==> src/rtl/acsi_pkg.sv <==
// rtl/acsi_pkg.sv - shared states, status constants and opcode length decode for the ACSI initiator
package acsi_pkg;

  typedef enum logic [2:0] {
    ST_IDLE,
    ST_SEL_HI,
    ST_SEL_LO,
    ST_WAIT_IRQ,
    ST_STAT_HI,
    ST_STAT_LO,
    ST_DONE
  } acsi_state_t;

  typedef enum logic [1:0] {
    BC_IDLE,
    BC_SETUP,
    BC_HIGH
  } bc_state_t;

  localparam logic [7:0] REJECT_STATUS  = 8'h02;
  localparam logic [7:0] TIMEOUT_STATUS = 8'hff;
  localparam logic [4:0] ICD_ESC        = 5'h1f;

  // Command length from the SCSI group code (opcode[7:5]); 0 marks an unsupported group.
  function automatic logic [4:0] cmd_len(input logic [2:0] group);
    case (group)
      3'd0:       cmd_len = 5'd6;
      3'd1, 3'd2: cmd_len = 5'd10;
      3'd4:       cmd_len = 5'd16;
      3'd5:       cmd_len = 5'd12;
      default:    cmd_len = 5'd0;
    endcase
  endfunction

endpackage

==> src/rtl/acsi_bus_cycle.sv <==
// rtl/acsi_bus_cycle.sv - one ACSI select access: set up a1/rw/dout, hold sel for SEL_TICKS ticks, capture din
module acsi_bus_cycle
  import acsi_pkg::*;
#(
  parameter int SEL_TICKS = 2
) (
  input  logic       clk,
  input  logic       reset,
  input  logic       clk_en,
  input  logic       go,
  input  logic       a1_in,
  input  logic       rw_in,
  input  logic [7:0] dout_in,
  input  logic [7:0] din,
  output logic       acsi_a1,
  output logic       acsi_sel,
  output logic       acsi_rw,
  output logic [7:0] acsi_dout,
  output logic [7:0] din_q,
  output logic       done
);

  localparam logic [7:0] LAST_TICK = 8'(SEL_TICKS - 1);

  bc_state_t  st;
  logic [7:0] tick_cnt;

  // Address/data are latched on go and only change again at the next go, so
  // they lead the sel rising edge by at least one clk and outlast its fall.
  always_ff @(posedge clk) begin
    if (reset) begin
      st        <= BC_IDLE;
      acsi_a1   <= 1'b0;
      acsi_sel  <= 1'b0;
      acsi_rw   <= 1'b1;
      acsi_dout <= 8'h00;
      din_q     <= 8'h00;
      done      <= 1'b0;
      tick_cnt  <= 8'h00;
    end else begin
      done <= 1'b0;
      case (st)
        BC_IDLE: begin
          if (go) begin
            acsi_a1   <= a1_in;
            acsi_rw   <= rw_in;
            acsi_dout <= dout_in;
            st        <= BC_SETUP;
          end
        end
        BC_SETUP: begin
          if (clk_en) begin
            acsi_sel <= 1'b1;
            tick_cnt <= 8'h00;
            st       <= BC_HIGH;
          end
        end
        BC_HIGH: begin
          if (clk_en) begin
            if (tick_cnt == LAST_TICK) begin
              acsi_sel <= 1'b0;
              din_q    <= din;
              done     <= 1'b1;
              st       <= BC_IDLE;
            end else begin
              tick_cnt <= tick_cnt + 8'h01;
            end
          end
        end
        default: st <= BC_IDLE;
      endcase
    end
  end

endmodule

==> src/rtl/acsi_initiator.sv <==
// rtl/acsi_initiator.sv - ACSI command sequencer top; define ACSI_ICD_EN to send opcodes >= 0x20 via the ICD escape
module acsi_initiator
  import acsi_pkg::*;
#(
  parameter int          SEL_TICKS = 2,
  parameter logic [23:0] TIMEOUT   = 24'd2000000
) (
  input  logic       clk,
  input  logic       reset,
  input  logic       clk_en,
  input  logic       cmd_wr,
  input  logic [3:0] cmd_addr,
  input  logic [7:0] cmd_data,
  input  logic       start,
  input  logic [2:0] cmd_target,
  output logic       busy,
  output logic       done,
  output logic [7:0] status,
  output logic       err,
  output logic       timeout,
  output logic       acsi_a1,
  output logic       acsi_sel,
  output logic       acsi_rw,
  output logic [7:0] acsi_dout,
  input  logic [7:0] acsi_din,
  input  logic       acsi_irq
);

  logic [7:0]  cmd_buf [16];
  acsi_state_t state;
  logic        icd_q;
  logic [4:0]  idx;
  logic [4:0]  last_idx;
  logic [23:0] tcnt;
  logic [7:0]  status_cap;

  logic        go;
  logic        bc_a1;
  logic        bc_rw;
  logic [7:0]  bc_dout;
  logic        bc_done;
  logic [7:0]  bc_din;

  logic [7:0]  op_now;
  logic [4:0]  start_len;
  logic [4:0]  start_last;
  logic        start_icd;
  logic [7:0]  next_byte;

  always_ff @(posedge clk) begin
    if (cmd_wr && !busy) cmd_buf[cmd_addr] <= cmd_data;
  end

  // A write to byte 0 in the start cycle must steer the length decode.
  assign op_now = (cmd_wr && cmd_addr == 4'd0) ? cmd_data : cmd_buf[0];

`ifdef ACSI_ICD_EN
  assign start_len = cmd_len(op_now[7:5]);
  assign start_icd = (op_now >= 8'h20);
`else
  assign start_len = (op_now < 8'h20) ? cmd_len(op_now[7:5]) : 5'd0;
  assign start_icd = 1'b0;
`endif

  // ICD sends the escape first, so bus byte k carries buffer[k-1].
  assign start_last = start_icd ? start_len : start_len - 5'd1;
  assign next_byte  = cmd_buf[icd_q ? idx[3:0] : idx[3:0] + 4'd1];

  always_ff @(posedge clk) begin
    if (reset) begin
      state      <= ST_IDLE;
      busy       <= 1'b0;
      done       <= 1'b0;
      status     <= 8'h00;
      err        <= 1'b0;
      timeout    <= 1'b0;
      icd_q      <= 1'b0;
      idx        <= 5'd0;
      last_idx   <= 5'd0;
      tcnt       <= 24'd0;
      status_cap <= 8'h00;
      go         <= 1'b0;
      bc_a1      <= 1'b0;
      bc_rw      <= 1'b1;
      bc_dout    <= 8'h00;
    end else begin
      done <= 1'b0;
      go   <= 1'b0;
      case (state)
        ST_IDLE: begin
          if (start && !done) begin
            if (start_len == 5'd0) begin
              status  <= REJECT_STATUS;
              err     <= 1'b1;
              timeout <= 1'b0;
              done    <= 1'b1;
            end else begin
              busy     <= 1'b1;
              icd_q    <= start_icd;
              idx      <= 5'd0;
              last_idx <= start_last;
              go       <= 1'b1;
              bc_a1    <= 1'b0;
              bc_rw    <= 1'b0;
              bc_dout  <= {cmd_target, start_icd ? ICD_ESC : op_now[4:0]};
              state    <= ST_SEL_HI;
            end
          end
        end
        ST_SEL_HI: begin
          if (bc_done) state <= ST_SEL_LO;
        end
        ST_SEL_LO: begin
          if (clk_en) begin
            tcnt  <= 24'd0;
            state <= ST_WAIT_IRQ;
          end
        end
        ST_WAIT_IRQ: begin
          if (clk_en) begin
            if (acsi_irq) begin
              go    <= 1'b1;
              bc_a1 <= 1'b1;
              if (idx == last_idx) begin
                bc_rw   <= 1'b1;
                bc_dout <= 8'h00;
                state   <= ST_STAT_HI;
              end else begin
                idx     <= idx + 5'd1;
                bc_rw   <= 1'b0;
                bc_dout <= next_byte;
                state   <= ST_SEL_HI;
              end
            end else if (tcnt == TIMEOUT - 24'd1) begin
              status  <= TIMEOUT_STATUS;
              err     <= 1'b1;
              timeout <= 1'b1;
              done    <= 1'b1;
              busy    <= 1'b0;
              state   <= ST_IDLE;
            end else begin
              tcnt <= tcnt + 24'd1;
            end
          end
        end
        ST_STAT_HI: begin
          if (bc_done) begin
            status_cap <= bc_din;
            state      <= ST_STAT_LO;
          end
        end
        ST_STAT_LO: begin
          if (clk_en) state <= ST_DONE;
        end
        ST_DONE: begin
          status  <= status_cap;
          err     <= status_cap[1];
          timeout <= 1'b0;
          done    <= 1'b1;
          busy    <= 1'b0;
          state   <= ST_IDLE;
        end
        default: state <= ST_IDLE;
      endcase
    end
  end

  acsi_bus_cycle #(
    .SEL_TICKS(SEL_TICKS)
  ) u_bus_cycle (
    .clk      (clk),
    .reset    (reset),
    .clk_en   (clk_en),
    .go       (go),
    .a1_in    (bc_a1),
    .rw_in    (bc_rw),
    .dout_in  (bc_dout),
    .din      (acsi_din),
    .acsi_a1  (acsi_a1),
    .acsi_sel (acsi_sel),
    .acsi_rw  (acsi_rw),
    .acsi_dout(acsi_dout),
    .din_q    (bc_din),
    .done     (bc_done)
  );

endmodule

==> config.mk <==
export PLATFORM = sky130hd
export DESIGN_NAME = acsi_initiator
export DESIGN_NICKNAME = d
export VERILOG_FILES = /design/src/rtl/acsi_pkg.sv /design/src/rtl/acsi_bus_cycle.sv /design/src/rtl/acsi_initiator.sv
export SDC_FILE = /design/constraint.sdc
export NUM_CORES = 1
export LEC_CHECK = 0
export BUFFER_PORTS_ARGS = -buffer_cell sky130_fd_sc_hd__buf_2
export CAP_MARGIN = 40
export CORE_ASPECT_RATIO = 0.8
export CORE_UTILIZATION = 40
export CTS_CLUSTER_DIAMETER = 80
export DETAILED_ROUTE_END_ITERATION = 16
export GPL_TIMING_DRIVEN = 0
export SLEW_MARGIN = 25
export SYNTH_ARGS = -nofsm -noshare
export SYNTH_HDL_FRONTEND = slang
export SYNTH_HIERARCHICAL = 1
export SYNTH_SLANG_ARGS = --single-unit
==> constraint.sdc <==
create_clock -name clk -period 5.95 [get_ports clk]
set_input_delay 0.8925 -clock clk [delete_from_list [all_inputs] [get_ports clk]]
set_output_delay 0.8925 -clock clk [all_outputs]
set_load 0.01 [all_outputs]
==> results_dict.tcl, run 1 <==
set metrics [dict create \
    cp_top_family "simple AND/OR/NAND/NOR gates" \
    clock-sinks 226 \
    hold_start "u_bus_cycle/acsi_dout[3]" \
    syn_area_per_cell_um2 12.59 \
    wirelength_um 22930 \
    netlist_area_um2 9811 \
    area_growth_pct 15.78 \
    ys_ff_latch 226 \
    synth_nets 814 \
    fin_crit_sh_pct 65.88 \
    setup_viol 0 \
    multi_input_area_um2 3777 \
    power_density_nw_per_um2 304.1 \
    fin_ws_ns 2.030 \
    gp_congestion 0.8380 \
    ys_types 74 \
    arrival_ns 4.33 \
    antenna_found_initial 0 \
    die_w_um 177.1 \
    cts_root_buf "clkbuf_16" \
    synthArstFlopShare_pct 0 \
    cap_viol_max_count 0 \
    final_nets 899 \
    numCtsBuffers 24 \
    critPathCaptureType "flip-flop" \
    wire_per_inst_um 19.22 \
    cp_common_cell "or2_2" \
    via_count 6593 \
    crit_path_end "idx[4]" \
    io_buffers 51 \
    power_mw 3.455 \
    cp.required_ns 6.36 \
    outcome "finished clean" \
    start_kind "input pin" \
    crit_buf_inv 2 \
    die_y_um 142.1 \
    rr_startpoint "cmd_buf[0][5]" \
    drt-initial-drc-count 600 \
    start_util_pct 41.38 \
    grt_pass1_wl_um 36100 \
    reg2reg_slack_ns 2.86 \
    grt-ovfl-total 0 \
    clockBufferDepth 3 \
    num_io_pins 52 \
    ys_seq_area_share_pct 59.18 \
    fmax_mhz 255.1 \
    clk_latency_ns 0.52 \
    synth_ff_type "edfxtp_1" \
    path_cells "buf_2 > or4b_2 > nor2_2 > mux2i_1 > ha_1 > or2_2 > a2111oi_4 > or2_2 > clkbuf_1 > nor2_1 > mux2_2" \
    synth_edf_count 128 \
    critPathSlowestCell "or4b_2" \
    seq_area_um2 5806 \
    cellLeakagePower_nw 3.762 \
    firstDrtPassIters 5 \
    slew_headroom_pct 44.98 \
    layout_common_cells "edfxtp_1, dfxtp_1, nor2_1" \
    skew_ns 0.009411 \
    synth-warning-count 6 \
    ant_nets 0 \
    path_max_fanout 9 \
    hold_buffers 0 \
    timing.hold.ws_ns 0.4535 \
    rsz0062_at_grt "no" \
    min_path_type "reg2reg" \
    reg2reg_to "idx[4]" \
    die-area_um2 25160 \
    fin_crit_ns 3.920 \
    drv_slew 0 \
    setup-tns-final_ns 0 \
    place_area_um2 10480 \
    htreeDepth 1 \
    grt_max_degree 18 \
    stdcell_area_um2 11360 \
    final_common_cell "edfxtp_1" \
    viasPerCell 5.526 \
    ff2ff_path_depth 9 \
    grt_usage_pct 18.52 \
    grt_pass1_vias 6280 \
    cts_resized 0 \
    worstSetupPathType "in2reg" \
    hpwl_um 15840 \
    netlist_instances 779 \
    worst_pin_slew_ns 0.8223 \
    cts_setup_buffers 0 \
    layout-drive-gt1-share_pct 20.43 \
    pre_cts_ws_ns 1.485 \
    cp_slowest_stage_delay_ns 0.70 \
    core_um2 23710 \
    num_rows 50 \
    cp-startpoint "cmd_addr[3]" \
    clk_pin_slew_ns 0.06 \
    crit_cells 11 \
    hold_viol_final 0 \
    vdd_drop_max_uv 209.6 \
    diodes 0 \
    drc 0 \
    n_fill_cell 2105 \
    cts_tree "done" \
]
## kinds of logic (layout without fill, tap and decap cells)
logic type	count (synthesis)	count (layout)	share of synthesized area, %
buffers and inverters	56	158	2.525
DFF	226	226	59.18
muxes	77	77	12.03
and+or+nand+nor	246	246	12.92
xor gates and xnor gates	17	17	1.594
AOI/OAI and AO/OA	151	151	10.99
adders and majority gates	6	6	0.7652
## Yosys cell counts (11+ instances only)
cell / count / share of area (%)
a2111oi_0: 21 / 1.9
a211oi_1: 20 / 1.5
a21oi_1: 42 / 2.1
clkbuf_1: 27 / 1.0
dfxtp_1: 98 / 20
edfxtp_1: 128 / 39
inv_1: 11 / 0.42
mux2i_1: 38 / 3.9
mux4_2: 32 / 7.3
nand2_1: 51 / 2.0
nand3_1: 19 / 0.97
nor2_1: 73 / 2.8
nor3_1: 25 / 1.3
or3_1: 13 / 0.83
xor2_1: 14 / 1.2
## how the worst min path moves through the flow
| stage | cells past startpoint | to | slack [ns] |
|---|---|---|---|
| 6_report | 2 | u_bus_cycle/acsi_dout[3] | 0.45 |
| 5_1_grt | 2 | u_bus_cycle/acsi_dout[1] | 0.48 |
| 4_1_cts | 2 | u_bus_cycle/acsi_dout[4] | 0.45 |
| 3_5_place_dp | 2 | u_bus_cycle/acsi_dout[4] | 0.45 |
| 3_3_place_gp | 2 | u_bus_cycle/acsi_dout[0] | 0.44 |
| 2_1_floorplan | 2 | u_bus_cycle/acsi_a1 | 0.43 |
## metal layers
| layer | wire, um | vias up | GRT usage [%] |
|---|---|---|---|
| met5 | 0 | - | 0 |
| met4 | 303 | 0 | 4.265 |
| met3 | 1471 | 19 | 3.098 |
| met2 | 9638 | 178 | 26.54 |
| met1 | 11520 | 3228 | 28.88 |
| li1 | - | 3168 | - |
## cell type report
cell class	instances	area share, %
clock inverters	10	1.124
plain buffers	45	1.818
flip-flops and latches	226	51.11
clock buffers	33	6.136
well taps	312	3.437
inverters	11	0.3635
repair buffers	59	2.754
multi-input cells	497	33.26
## sequential cells by signal (all words and copies together) (netlist names), 2 cells and up
register,count
last_idx,5
u_bus_cycle/din_q,8
status,8
u_bus_cycle/st,2
u_bus_cycle/acsi_dout,8
state,3
u_bus_cycle/tick_cnt,8
tcnt,24
idx,5
status_cap,8
bc_dout,8
cmd_buf,128
## where the power goes
group | leakage (nW) | switching (mW) | internal [mW]
Clock | 0.401 | 0.610 | 0.947
Combinational | 1.41 | 0.131 | 0.0773
Sequential | 1.95 | 0.0123 | 1.68
Total | 3.76 | 0.753 | 2.70
## worst reg2reg max path, cell delays in order, from the launching register on
cell       delay [ns]
edfxtp_1         0.38
nor3_1           0.39
mux2i_1          0.21
ha_1             0.28
or2_2            0.30
a2111oi_4        0.59
or2_2            0.21
clkbuf_1         0.29
nor2_1           0.07
mux2_2           0.26
## through the flow
step                util [%]  cells
floorplan                  -    779
CTS                    47.69   1186
finish                 47.91   1193
global route           47.91   1193
detailed placement     44.22   1143
global placement       44.10   1142
Note: power is estimated with default switching activity, not from simulation.
==> inputs of run 2 (changes only) <==
==> constraint.sdc (replaced) <==
create_clock -name clk -period 3.4 [get_ports clk]
set_input_delay 0.51 -clock clk [delete_from_list [all_inputs] [get_ports clk]]
set_output_delay 0.51 -clock clk [all_outputs]
set_load 0.01 [all_outputs]
==> run 2 against run 1 <==
Global-route usage is 0.074 points lower. Final area hardly changed. Worst hold slack worse by 0.23 ns. Worst setup slack worse by 1.8 ns. Total power is 71% higher. Non-clock buffer count is 5 higher. Routed wire length is 0.48% lower. Critical path depth stayed put. Sequential power is 75% higher. Register-to-register slack worse by 2.4 ns. Clock power is 65% higher. Critical path type unchanged. Largest power group unchanged.
==> results_dict.tcl, run 2 (same netlist as run 1, synthesis figures left out) <==
set metrics [dict create \
    grt_pass1_vias 6363 \
    place_area_um2 10570 \
    antenna_found_initial 1 \
    ant_nets 0 \
    start_util_pct 41.38 \
    critPathCaptureType "flip-flop" \
    power_density_nw_per_um2 519.8 \
    via_count 6674 \
    path_cells "buf_2 > or4b_2 > nor2_4 > mux2i_1 > ha_1 > or3_1 > nand2_1 > nand3b_1 > clkbuf_1 > a2111oi_0 > nor3_1" \
    hold_viol_final 0 \
    cts_root_buf "clkbuf_16" \
    grt_max_degree 18 \
    drt-initial-drc-count 526 \
    setup_viol 0 \
    num_rows 50 \
    drc 0 \
    numCtsBuffers 24 \
    viasPerCell 5.562 \
    slew_headroom_pct 42.74 \
    area_growth_pct 15.79 \
    skew_ns 0.01444 \
    io_buffers 51 \
    vdd_drop_max_uv 327.9 \
    cp_top_family "simple AND/OR/NAND/NOR gates" \
    wire_per_inst_um 19.02 \
    power_mw 5.905 \
    worstSetupPathType "in2reg" \
    grt_pass1_wl_um 35760 \
    die-area_um2 25160 \
    die_w_um 177.1 \
    num_io_pins 52 \
    clk_pin_slew_ns 0.06 \
    clk_latency_ns 0.52 \
    critPathSlowestCell "or4b_2" \
    layout_common_cells "edfxtp_1, dfxtp_1, nor2_1" \
    grt_usage_pct 18.45 \
    final_common_cell "edfxtp_1" \
    gp_congestion 0.8408 \
    final_nets 904 \
    firstDrtPassIters 5 \
    largest_registers "cmd_buf x128, tcnt x24" \
    path_max_fanout 10 \
    core_um2 23710 \
    die_y_um 142.1 \
    largest_reg_flops 128 \
    arrival_ns 3.57 \
    min_path_type "in2reg" \
    wirelength_um 22820 \
    crit_buf_inv 2 \
    fin_crit_ns 3.206 \
    cp_slowest_stage_delay_ns 0.71 \
    fin_crit_sh_pct 94.29 \
    outcome "finished clean" \
    stdcell_area_um2 11360 \
    drv_slew 0 \
    clockBufferDepth 3 \
    start_kind "input pin" \
    htreeDepth 1 \
    layout-drive-gt1-share_pct 20.07 \
    fmax_mhz 311.9 \
    cp.required_ns 3.76 \
    cellLeakagePower_nw 3.770 \
    largest-register "cmd_buf" \
    clock-sinks 226 \
    cap_viol_max_count 0 \
    rsz0062_at_grt "no" \
    hpwl_um 16080 \
    worst_pin_slew_ns 0.8543 \
    grt-ovfl-total 0 \
    cts_tree "done" \
]
-- run 2: cell count changes in the layout (fill, tap and decap cells not counted) --
cell,delta
clkinv_4,-1
clkbuf_2,+1
clkinv_2,-3
clkbuf_8,-2
nor2_2,-1
diode_2,+1
clkinvlp_2,-2
nor2_4,+1
clkbuf_16,-1
buf_4,+8
clkbuf_4,-2
clkinv_1,+8
-- run 2: area by class of cell --
type                            count  area [um2]
Antenna cell                        1       2.502
Clock buffer                       32       651.9
Inverter                           11       41.29
Buffer                             44       203.9
Clock inverter                     12       123.9
Fill cell                        2137       12350
Multi-Input combinational cell    497        3782
Sequential cell                   226        5806
Tap cell                          312       390.4
Timing Repair Buffer               65       357.8
-- run 2: final timing paths --
kind | from | endpoint | slack (ns) | depth (start not counted)
max | cmd_addr[3] | bc_dout[5] | 0.19 | 11
min | acsi_din[6] | u_bus_cycle/din_q[6] | 0.22 | 3
max reg2reg | idx[1] | bc_dout[5] | 0.43 | 8
min reg2reg | u_bus_cycle/acsi_dout[4] | u_bus_cycle/acsi_dout[4] | 0.46 | 2
-- run 2: what timing repair did --
item,4_1_cts,5_1_grt
resized for setup,0,2
pin swaps,1,0
setup endpoints to repair,1,17
hold buffers,0,0
buffers inserted,1,0
-- run 2: report_power, final --
group	total, mW	internal, mW	leakage, nW	switching, mW
Combinational	0.367	0.137	1.45	0.230
Clock	2.58	1.56	0.373	1.02
Sequential	2.96	2.93	1.95	0.0219
Total	5.90	4.64	3.77	1.27
-- run 2: worst reg2reg max path: cells and delay by family (launching register included) --
| kind | cells | cell delay [ns] |
|---|---|---|
| adder cells (fa/ha/maj) | 1 | 0.28 |
| multiplexers | 2 | 0.75 |
| buffers and inverters | 2 | 0.76 |
| AND/OR/NAND/NOR | 1 | 0.10 |
| AO/OA/AOI/OAI | 2 | 0.57 |
| flip-flops | 1 | 0.35 |
-- run 2: metrics by stage --
step           util (%)  setup slack [ns]  hold slack [ns]  instances  setup TNS (ns)
5_1_grt           47.90          0.004322           0.2322       1199               0
3_5_place_dp      44.58           -0.6317           0.4514       1154          -10.06
2_1_floorplan         -           0.03421           0.4323        779               0
3_3_place_gp      44.12           -0.5944           0.4460       1142          -8.680
4_1_cts           47.88           0.08542           0.2093       1199               0
6_report          47.91            0.1941           0.2241       1200               0
-- run 2: per-layer routing --
metal / track usage [%] / part of all wire (%) / vias up
met5: 0 / 0 / -
met4: 4.492 / 1.7 / 0
met3: 3.072 / 5.3 / 31
met2: 26.21 / 42 / 167
met1: 28.84 / 51 / 3301
li1: - / - / 3175
==> inputs of run 3 (changes only) <==
--- a/config.mk
+++ b/config.mk
@@ -10,8 +10,10 @@
 export CORE_ASPECT_RATIO = 0.8
 export CORE_UTILIZATION = 40
 export CTS_CLUSTER_DIAMETER = 80
+export CTS_CLUSTER_SIZE = 14
 export DETAILED_ROUTE_END_ITERATION = 16
 export GPL_TIMING_DRIVEN = 0
+export PLACE_DENSITY = 0.55
 export SLEW_MARGIN = 25
 export SYNTH_ARGS = -nofsm -noshare
 export SYNTH_HDL_FRONTEND = slang
==> run 3 against run 2 <==
Clock power fell by 19%. Critical path depth fell by 1. Routed wire length rose by 2.2%. Critical path type unchanged. Largest power group unchanged. Highest routed layer unchanged.
==> results_dict.tcl, run 3 (same netlist as run 1, synthesis figures left out) <==
set metrics [dict create \
    hold_buffers 0 \
    worstSetupPathType "in2reg" \
    numCtsBuffers 20 \
    power_density_nw_per_um2 486.6 \
    cts_tree "done" \
    cap_viol_max_count 0 \
    fin_crit_sh_pct 94.76 \
    grt_busiest_layer "met2" \
    setup_viol 0 \
    area_growth_pct 13.37 \
    rsz0062_at_grt "no" \
    fin_crit_ns 3.222 \
    hold_viol_final 0 \
    viasPerCell 5.659 \
    hpwl_um 16120 \
    num_rows 50 \
    largest_reg_flops 128 \
    drv_slew 0 \
    wire_per_inst_um 19.71 \
    pre_cts_ws_ns -0.6140 \
    final_common_cell "edfxtp_1" \
    die_w_um 177.1 \
    slew_headroom_pct 44.90 \
    fin_ws_ns 0.1782 \
    die_y_um 142.1 \
    largest-register "cmd_buf" \
    stdcell_area_um2 11120 \
    path_max_fanout 9 \
    final_nets 895 \
    outcome "finished clean" \
    die-area_um2 25160 \
    arrival_ns 3.65 \
    grt_max_degree 18 \
    antenna_found_initial 0 \
    use_met3_pct 2.965 \
    num_io_pins 52 \
    clk_pin_slew_ns 0.07 \
    drc 0 \
    start_util_pct 41.38 \
    met1_usage_pct 27.50 \
    io_buffers 51 \
    fmax_mhz 310.4 \
    layout-drive-gt1-share_pct 19.29 \
    skew_ns 0.02290 \
    cp.required_ns 3.83 \
    vdd_drop_max_uv 291.3 \
    hold_start "acsi_din[5]" \
    gp_congestion 0.7937 \
    cellLeakagePower_nw 3.644 \
    rr_startpoint "idx[1]" \
    firstDrtPassIters 5 \
    diodes 0 \
    largest_registers "cmd_buf x128, tcnt x24" \
    layout_common_cells "edfxtp_1, dfxtp_1, nor2_1" \
    grt-ovfl-total 0 \
    min_path_type "in2reg" \
    start_kind "input pin" \
    clockBufferDepth 3 \
    grt_pass1_wl_um 35960 \
    grt_pass1_vias 6365 \
    core_um2 23710 \
    via_count 6695 \
    place_area_um2 10480 \
    clk_latency_ns 0.51 \
    cp-startpoint "cmd_addr[3]" \
    drt-initial-drc-count 623 \
    critPathCaptureType "flip-flop" \
    grt_usage_pct 18.55 \
    cts_root_buf "clkbuf_16" \
    htreeDepth 1 \
    wirelength_um 23320 \
    grtUsageMet2_pct 28.19 \
    worst_pin_slew_ns 0.8235 \
    ant_nets 0 \
    power_mw 5.412 \
    clock-sinks 226 \
]
[run 3: changes by cell type in the layout (fill, tap and decap cells not counted), sizes merged]
cell | previous run | this run
diode | 1 | 0
bufinv | 3 | 0
clkinv | 9 | 2
buf | 83 | 77
[run 3: critical path: stages]
cell and delay, ns:
buf_2 0.15, or4b_2 0.72, nor2_4 0.26, mux2i_2 0.33
ha_1 0.28, or3b_2 0.47, a21oi_1 0.21, o22a_1 0.38
a21oi_1 0.12, a211oi_1 0.21
[run 3: layout make-up]
cell class / count / area (um2)
clock buffers: 31 / 541.8
repair buffers: 60 / 320.3
fillers: 2130 / 12590
clock inverters: 2 / 32.53
plain buffers: 44 / 203.9
flip-flops and latches: 226 / 5806
multi-input cells: 497 / 3786
well taps: 312 / 390.4
inverters: 11 / 41.29
[run 3: worst paths after layout]
check | slack (ns) | depth (start not counted) | end
min | 0.24 | 3 | u_bus_cycle/din_q[5]
max | 0.18 | 10 | timeout
max reg2reg | 0.40 | 8 | bc_dout[7]
min reg2reg | 0.45 | 2 | u_bus_cycle/acsi_dout[5]
[run 3: timing repair]
action,in CTS,in global routing
pin swaps,1,0
setup endpoints to repair,1,14
resized for setup,0,3
setup buffers,1,0
[run 3: metal layers]
layer	up-vias	wire [um]
met3	31	1292
li1	3146	-
met5	-	0
met4	0	446
met1	3312	11220
met2	206	10360
[run 3: metrics by stage]
stage | hold WS (ns) | TNS, ns | util [%] | std cells
finish | 0.2358 | 0 | 46.91 | 1183
CTS | 0.2307 | 0 | 46.66 | 1176
global placement | 0.4450 | -6.830 | 44.12 | 1142
floorplan | 0.4323 | 0 | - | 779
detailed placement | 0.4435 | -9.331 | 44.21 | 1142
global route | 0.2497 | 0 | 46.91 | 1183
[run 3: where the power goes]
group          total, mW  switching [mW]  internal (mW)
clock               2.09           0.986           1.11
combinational      0.366           0.230          0.136
sequential          2.95          0.0215           2.93
total               5.41            1.24           4.17
